--- src/rtl/map_ram_arbiter_if.sv ---
// Bundle of the three requester ports and the map bRAM port around map_ram_arbiter.
// slave = arbiter side, master = requesters plus bRAM model side.
interface map_ram_arbiter_if #(
   parameter int ADDR_W = 19,
   parameter int DATA_W = 16
);
   logic              req0, req1, req2;
   logic              we0, we1, we2;
   logic [ADDR_W-1:0] addr0, addr1, addr2;
   logic [DATA_W-1:0] wdata0, wdata1;
   logic              lock1;
   logic              ack0, ack1, ack2;
   logic              rvalid0, rvalid1, rvalid2;
   logic [DATA_W-1:0] rdata;
   logic              lock_err;
   logic [ADDR_W-1:0] bRAM_map_addr;
   logic              bRAM_map_wr;
   logic [DATA_W-1:0] bRAM_map_dwrite;
   logic [DATA_W-1:0] bRAM_map_data;

   // we2 never reaches the arbiter: the renderer port is read-only by construction.
   modport slave (
      input  req0, req1, req2, we0, we1, addr0, addr1, addr2, wdata0, wdata1, lock1,
      input  bRAM_map_data,
      output ack0, ack1, ack2, rvalid0, rvalid1, rvalid2, rdata, lock_err,
      output bRAM_map_addr, bRAM_map_wr, bRAM_map_dwrite
   );

   modport master (
      output req0, req1, req2, we0, we1, we2, addr0, addr1, addr2, wdata0, wdata1, lock1,
      output bRAM_map_data,
      input  ack0, ack1, ack2, rvalid0, rvalid1, rvalid2, rdata, lock_err,
      input  bRAM_map_addr, bRAM_map_wr, bRAM_map_dwrite
   );
endinterface

--- src/rtl/map_ram_arbiter.sv ---
// Round-robin arbiter for the single map bRAM port with a port-1 exclusive lock
// for read-modify-write sequences; registered bRAM controls, 2-cycle read return.
module map_ram_arbiter #(
   parameter int ADDR_W       = 19,
   parameter int DATA_W       = 16,
   parameter int LOCK_TIMEOUT = 16
) (
   input  logic             clk,
   input  logic             rstn,
   map_ram_arbiter_if.slave bus,
   output logic             dbg_lock_state_o
);
   localparam logic [0:0] ST_UNLOCKED = 1'b0;
   localparam logic [0:0] ST_LOCKED   = 1'b1;
   localparam int          CNT_W      = $clog2(LOCK_TIMEOUT + 1);
   localparam logic [CNT_W-1:0] CNT_MAX = CNT_W'(LOCK_TIMEOUT);

   // Handshake: reqN holds its command stable until ackN; ackN high means that
   // command went to the bRAM on the previous edge, and the requester may put
   // its next command on the port in that same ack cycle.
   logic [0:0]        state_q, state_d;
   logic [CNT_W-1:0]  cnt_q, cnt_d;
   logic              lock_err_q, lock_err_d;
   logic [1:0]        ptr_q;
   logic [2:0]        ack_q;
   logic [ADDR_W-1:0] addr_q;
   logic              wr_q;
   logic [DATA_W-1:0] dwrite_q;
   logic              tag1_vld_q, tag2_vld_q;
   logic [1:0]        tag1_port_q, tag2_port_q;

   logic              locked;
   logic [2:0]        elig;
   logic              sel_vld;
   logic [1:0]        sel_port;
   logic [ADDR_W-1:0] sel_addr;
   logic              sel_we;
   logic [DATA_W-1:0] sel_wdata;
   logic              gnt1;

   assign locked = (state_q == ST_LOCKED);
   // A port in its ack cycle is skipped, capping each port at one access per 2 cycles.
   assign elig[0] = bus.req0 & ~ack_q[0] & ~locked;
   assign elig[1] = bus.req1 & ~ack_q[1];
   assign elig[2] = bus.req2 & ~ack_q[2] & ~locked;

   always_comb begin
      sel_vld  = 1'b1;
      sel_port = 2'd0;
      case (ptr_q)
         2'd0: begin
            if      (elig[1]) sel_port = 2'd1;
            else if (elig[2]) sel_port = 2'd2;
            else if (elig[0]) sel_port = 2'd0;
            else              sel_vld  = 1'b0;
         end
         2'd1: begin
            if      (elig[2]) sel_port = 2'd2;
            else if (elig[0]) sel_port = 2'd0;
            else if (elig[1]) sel_port = 2'd1;
            else              sel_vld  = 1'b0;
         end
         default: begin
            if      (elig[0]) sel_port = 2'd0;
            else if (elig[1]) sel_port = 2'd1;
            else if (elig[2]) sel_port = 2'd2;
            else              sel_vld  = 1'b0;
         end
      endcase
   end

   always_comb begin
      sel_addr  = bus.addr0;
      sel_we    = bus.we0;
      sel_wdata = bus.wdata0;
      case (sel_port)
         2'd1: begin
            sel_addr  = bus.addr1;
            sel_we    = bus.we1;
            sel_wdata = bus.wdata1;
         end
         2'd2: begin
            sel_addr  = bus.addr2;
            sel_we    = 1'b0;
            sel_wdata = '0;
         end
         default: ;
      endcase
   end

   assign gnt1 = sel_vld && (sel_port == 2'd1);

   // A port-1 grant decides the lock outright; otherwise idle cycles run the timeout.
   always_comb begin
      state_d    = state_q;
      cnt_d      = cnt_q;
      lock_err_d = 1'b0;
      if (gnt1) begin
         cnt_d   = '0;
         state_d = bus.lock1 ? ST_LOCKED : ST_UNLOCKED;
      end else if (locked && !bus.req1) begin
         if (cnt_q != CNT_MAX) cnt_d = cnt_q + 1'b1;
         if (cnt_d == CNT_MAX) begin
            state_d    = ST_UNLOCKED;
            lock_err_d = 1'b1;
         end
      end
   end

   always_ff @(posedge clk or negedge rstn) begin
      if (!rstn) begin
         state_q    <= ST_UNLOCKED;
         cnt_q      <= '0;
         lock_err_q <= 1'b0;
      end else begin
         state_q    <= state_d;
         cnt_q      <= cnt_d;
         lock_err_q <= lock_err_d;
      end
   end

   always_ff @(posedge clk or negedge rstn) begin
      if (!rstn) begin
         ptr_q    <= 2'd2;
         ack_q    <= '0;
         addr_q   <= '0;
         wr_q     <= 1'b0;
         dwrite_q <= '0;
      end else if (sel_vld) begin
         ptr_q    <= sel_port;
         ack_q    <= 3'b001 << sel_port;
         addr_q   <= sel_addr;
         wr_q     <= sel_we;
         if (sel_we) dwrite_q <= sel_wdata;
      end else begin
         ack_q    <= '0;
         wr_q     <= 1'b0;
      end
   end

   // Tag pipeline lines each read result up with the port that issued it.
   always_ff @(posedge clk or negedge rstn) begin
      if (!rstn) begin
         tag1_vld_q  <= 1'b0;
         tag1_port_q <= 2'd0;
         tag2_vld_q  <= 1'b0;
         tag2_port_q <= 2'd0;
      end else begin
         tag1_vld_q  <= sel_vld & ~sel_we;
         tag1_port_q <= sel_port;
         tag2_vld_q  <= tag1_vld_q;
         tag2_port_q <= tag1_port_q;
      end
   end

   assign bus.ack0            = ack_q[0];
   assign bus.ack1            = ack_q[1];
   assign bus.ack2            = ack_q[2];
   assign bus.rvalid0         = tag2_vld_q && (tag2_port_q == 2'd0);
   assign bus.rvalid1         = tag2_vld_q && (tag2_port_q == 2'd1);
   assign bus.rvalid2         = tag2_vld_q && (tag2_port_q == 2'd2);
   assign bus.rdata           = bus.bRAM_map_data;
   assign bus.lock_err        = lock_err_q;
   assign bus.bRAM_map_addr   = addr_q;
   assign bus.bRAM_map_wr     = wr_q;
   assign bus.bRAM_map_dwrite = dwrite_q;
   assign dbg_lock_state_o    = state_q;
endmodule

--- src/flat_wrapper.sv ---
// flat-port wrapper written by rule: the top's interface ports become plain ports
module map_ram_arbiter_flat 
#(
   parameter int ADDR_W       = 19,
   parameter int DATA_W       = 16,
   parameter int LOCK_TIMEOUT = 16
)
  (clk, rstn, dbg_lock_state_o, bus_req0, bus_req1, bus_req2, bus_we0, bus_we1, bus_addr0, bus_addr1, bus_addr2, bus_wdata0, bus_wdata1, bus_lock1, bus_bRAM_map_data, bus_ack0, bus_ack1, bus_ack2, bus_rvalid0, bus_rvalid1, bus_rvalid2, bus_rdata, bus_lock_err, bus_bRAM_map_addr, bus_bRAM_map_wr, bus_bRAM_map_dwrite);
  map_ram_arbiter_if #(.ADDR_W(ADDR_W), .DATA_W(DATA_W)) bus_i ();
  input  logic clk;
  input  logic rstn;
  output logic dbg_lock_state_o;
  input wire logic [$bits(bus_i.req0)-1:0] bus_req0;
  input wire logic [$bits(bus_i.req1)-1:0] bus_req1;
  input wire logic [$bits(bus_i.req2)-1:0] bus_req2;
  input wire logic [$bits(bus_i.we0)-1:0] bus_we0;
  input wire logic [$bits(bus_i.we1)-1:0] bus_we1;
  input wire logic [$bits(bus_i.addr0)-1:0] bus_addr0;
  input wire logic [$bits(bus_i.addr1)-1:0] bus_addr1;
  input wire logic [$bits(bus_i.addr2)-1:0] bus_addr2;
  input wire logic [$bits(bus_i.wdata0)-1:0] bus_wdata0;
  input wire logic [$bits(bus_i.wdata1)-1:0] bus_wdata1;
  input wire logic [$bits(bus_i.lock1)-1:0] bus_lock1;
  input wire logic [$bits(bus_i.bRAM_map_data)-1:0] bus_bRAM_map_data;
  output wire logic [$bits(bus_i.ack0)-1:0] bus_ack0;
  output wire logic [$bits(bus_i.ack1)-1:0] bus_ack1;
  output wire logic [$bits(bus_i.ack2)-1:0] bus_ack2;
  output wire logic [$bits(bus_i.rvalid0)-1:0] bus_rvalid0;
  output wire logic [$bits(bus_i.rvalid1)-1:0] bus_rvalid1;
  output wire logic [$bits(bus_i.rvalid2)-1:0] bus_rvalid2;
  output wire logic [$bits(bus_i.rdata)-1:0] bus_rdata;
  output wire logic [$bits(bus_i.lock_err)-1:0] bus_lock_err;
  output wire logic [$bits(bus_i.bRAM_map_addr)-1:0] bus_bRAM_map_addr;
  output wire logic [$bits(bus_i.bRAM_map_wr)-1:0] bus_bRAM_map_wr;
  output wire logic [$bits(bus_i.bRAM_map_dwrite)-1:0] bus_bRAM_map_dwrite;
  assign bus_i.req0 = bus_req0;
  assign bus_i.req1 = bus_req1;
  assign bus_i.req2 = bus_req2;
  assign bus_i.we0 = bus_we0;
  assign bus_i.we1 = bus_we1;
  assign bus_i.addr0 = bus_addr0;
  assign bus_i.addr1 = bus_addr1;
  assign bus_i.addr2 = bus_addr2;
  assign bus_i.wdata0 = bus_wdata0;
  assign bus_i.wdata1 = bus_wdata1;
  assign bus_i.lock1 = bus_lock1;
  assign bus_i.bRAM_map_data = bus_bRAM_map_data;
  assign bus_ack0 = bus_i.ack0;
  assign bus_ack1 = bus_i.ack1;
  assign bus_ack2 = bus_i.ack2;
  assign bus_rvalid0 = bus_i.rvalid0;
  assign bus_rvalid1 = bus_i.rvalid1;
  assign bus_rvalid2 = bus_i.rvalid2;
  assign bus_rdata = bus_i.rdata;
  assign bus_lock_err = bus_i.lock_err;
  assign bus_bRAM_map_addr = bus_i.bRAM_map_addr;
  assign bus_bRAM_map_wr = bus_i.bRAM_map_wr;
  assign bus_bRAM_map_dwrite = bus_i.bRAM_map_dwrite;
  map_ram_arbiter #(.ADDR_W(ADDR_W), .DATA_W(DATA_W), .LOCK_TIMEOUT(LOCK_TIMEOUT)) u_core (.clk(clk), .rstn(rstn), .bus(bus_i), .dbg_lock_state_o(dbg_lock_state_o));
endmodule
--- config.mk ---
export PLATFORM = sky130hd
export DESIGN_NAME = map_ram_arbiter_flat
export DESIGN_NICKNAME = d
export VERILOG_FILES = /design/src/rtl/map_ram_arbiter_if.sv /design/src/rtl/map_ram_arbiter.sv /design/src/flat_wrapper.sv
export SDC_FILE = /design/constraint.sdc
export NUM_CORES = 1
export LEC_CHECK = 0
export CAP_MARGIN = 20
export CORE_MARGIN = 5
export CORE_UTILIZATION = 37
export DETAILED_ROUTE_END_ITERATION = 10
export MAX_ROUTING_LAYER = met4
export PLACE_DENSITY_LB_ADDON = 0.25
export SLEW_MARGIN = 20
export SYNTH_ARGS = -nofsm -noshare
export SYNTH_HDL_FRONTEND = slang
export SYNTH_SLANG_ARGS = --single-unit
--- constraint.sdc ---
create_clock -name clk -period 3.1 [get_ports clk]
set_input_delay 0.62 -clock clk [delete_from_list [all_inputs] [get_ports clk]]
set_output_delay 0.62 -clock clk [all_outputs]
set_load 0.02 [all_outputs]
==> impl_metrics.json <==
{
  "layout_setup_ws_ns": 0.325,
  "syn_to_final_growth_pct": 53.1,
  "cts-buffers-inserted": 5,
  "dp_hpwl_um": 6150,
  "coreArea_um2": 7330,
  "final_cells": 512,
  "start_util_pct": 38.3,
  "setup_viol": 0,
  "worstReg2RegStart": "u_core.dbg_lock_state_o",
  "synth_nets": 407,
  "rsz0062_at_grt": "no",
  "critPathMaxFanout": 20,
  "synth_area_um2": 2810,
  "grt_first_pass_wirelength_um": 13000,
  "gp_congestion": 0.829,
  "path_class": "input port to register",
  "fmaxAchievable_mhz": 360,
  "die_x_um": 97.1,
  "dp.cells": 504,
  "min_to": "u_core.tag2_port_q[1]",
  "layout-drive-gt1-share_pct": 7.02,
  "wl_um": 7860,
  "rows": 31,
  "cts_buffer_depth": 2,
  "detail-route-antenna-nets": 0,
  "nets": 530,
  "grt_max_degree": 55,
  "utilization_pct": 58.6,
  "cpPeakStageDelay_ns": 0.51,
  "ys_warn_count": 0,
  "leakagePower_uw": 0.00177,
  "final_hold_viol_count": 0,
  "start_kind": "input port",
  "path_cells": "clkdlybuf4s50_1, nor2b_2, a21oi_1, o21ai_0, buf_4, inv_1, ha_1, a221oi_1, o31ai_1",
  "cap_viol_max_count": 0,
  "synth_seq_area_share_pct": 48.2,
  "fillers": 642,
  "cp.required_ns": 3.29,
  "pre_cts_ws_ns": -0.119,
  "synth_top_flop_cell": "dfrtp_1",
  "hold_path_class": "register to register",
  "syn_avg_cell_area_um2": 9.71,
  "ios": 173,
  "diodes": 0,
  "ys_seq_elements": 54,
  "wl_per_cell_um": 15.3,
  "cts.clk_slew.worst_paths_ns": 0.09,
  "r2r_slack_ns": 0.65,
  "fp.dieH_um": 97.1,
  "cts_root_buf": "clkbuf_8",
  "antenna_found_initial": 0,
  "drv_slew": 0,
  "cts_tree": "yes",
  "min_period_ns": 2.78,
  "arrival_ns": 2.96,
  "crit_path_end_kind": "register",
  "postSynthCellCount": 289,
  "htree_levels": 2,
  "first_global_vias": 2713,
  "synth_cell_types": 40,
  "io_buffers": 140,
  "grt_remaining_overflow": 0,
  "mostFrequentLayoutCells": "clkdlybuf4s50_1, dfrtp_1, nor2_1",
  "min_period_over_period_pct": 89.5,
  "outcome": "completed",
  "worst_r2r_path_depth": 8,
  "r2r-end": "u_core.bus.bRAM_map_addr[15]",
  "slowest_stage": "clkdlybuf4s50_1",
  "irDropWorstVdd_mv": 0.428,
  "clock_latency_ns": 0.30,
  "die-area_um2": 9430,
  "drc": 0,
  "final_common_cell": "clkdlybuf4s50_1",
  "synth-edff-count": 0,
  "fin_hold_ws_ns": 0.357,
  "cts_sinks": 54,
  "worstHoldStart": "u_core.tag1_port_q[1]",
  "max_slew_margin_pct": 51.5,
  "via_per_inst": 5.01,
  "p_per_area_nw_per_um2": 978,
  "min_path_cells": 0,
  "num_vias": 2564,
  "finClkSkew_ns": 0.00427,
  "worst_pin_slew_ns": 0.727,
  "drtPass1Iterations": 4,
  "initialDrtViolationCount": 92,
  "async_reset_ff_share_pct": 100,
  "grt_usage_pct": 17.4
}
==> critical path, delay by kind of cell <==
family	cells	cell delay, ns
compound gates	4	0.94
fa+ha+maj	1	0.43
buf+inv	3	0.76
simple gates	1	0.21
==> synth_stat cells, types with 2 or more instances <==
cell	count	area, µm²
dfrtp_1	53	1330
nor2_1	46	173
a21oi_1	24	120
nand2_1	22	82.6
a221oi_1	19	166
buf_4	19	143
o31ai_1	19	143
a22oi_1	13	97.6
clkbuf_1	10	37.5
inv_1	8	30.0
and3_1	5	31.3
ha_1	5	62.6
buf_6	4	45.0
xnor2_1	4	35.0
and3b_1	3	26.3
nand2b_1	3	18.8
nor2b_1	3	18.8
clkbuf_2	2	10.0
nand3_1	2	10.0
nor3_1	2	10.0
nor3b_1	2	15.0
nor3b_2	2	25.0
o21ai_0	2	10.0
==> kinds of logic after synthesis <==
family                   after synthesis  share of synthesized area [%]
AO/OA/AOI/OAI                         83                           21.3
XOR/XNOR                               4                           1.25
adder cells (fa/ha/maj)                5                           2.23
buffers and inverters                 45                           9.76
flip-flops                            54                           48.2
multiplexers                           1                          0.357
AND/OR/NAND/NOR                       97                           16.9
==> metal layers <==
metal,vias up,share of wire [%],global-route usage [%],routed length [µm]
met5,-,0,-,0
met4,0,1.9,4.64,146
met3,11,9.7,6.82,766
met2,125,48,27.5,3750
met1,1170,41,20.9,3200
li1,1258,-,-,-
==> registers in the layout, summed over array words and instances, names as in the netlist <==
register / cells
u_core.cnt_q: 5
u_core.ptr_q: 2
u_core.bus.bRAM_map_addr: 19
u_core.bus.lock_err: 1
u_core.tag1_vld_q: 1
u_core.bus.bRAM_map_dwrite: 16
u_core.tag1_port_q: 2
u_core.tag2_port_q: 2
u_core.dbg_lock_state_o: 1
u_core.bus.bRAM_map_wr: 1
u_core.ack_q: 3
u_core.tag2_vld_q: 1
==> area by class of cell <==
class	instances	area [µm²]	area share [%]
timing repair buffer	152	1500	34.9
inverter	9	33.8	0.786
clock buffer	7	76.3	1.78
multi-input combinational	190	1180	27.5
clock inverter	1	30.0	0.699
tap	99	124	2.88
sequential	54	1350	31.5
==> worst max-delay path by stage <==
stage	to	cells after the start	startpoint	slack, ns
global placement	u_core.bus.bRAM_map_dwrite[12]	9	bus_req1	0.02
floorplan	u_core.bus.bRAM_map_dwrite[0]	10	bus_req0	0.60
CTS	u_core.bus.bRAM_map_dwrite[2]	9	bus_req1	0.19
global route	u_core.bus.bRAM_map_dwrite[14]	10	bus_req1	0.12
detailed placement	u_core.bus.bRAM_map_dwrite[2]	9	bus_req1	-0.12
finish	u_core.bus.bRAM_map_addr[15]	9	bus_req1	0.32
==> stage by stage <==
step	TNS [ns]	total power [µW]	area, µm²
after floorplan	0	2790	2810
after global placement	0	3740	4190
after CTS	0	4270	4300
final	0	4200	4300
after detailed placement	-1.15	3800	4190
after global routing	0	4570	4300
==> power breakdown <==
group | total (µW) | internal, µW | switching [µW]
combinational | 2490 | 1150 | 1340
clock | 463 | 242 | 221
sequential | 1240 | 1050 | 199
==> what timing repair did <==
action                                  in CTS  in global routing
setup buffers                                0                  0
gates resized for setup                      0                  1
endpoints found under the setup margin       0                 11
hold buffers                                 0                  0
No activity file was read; power rests on OpenSTA's default activity.
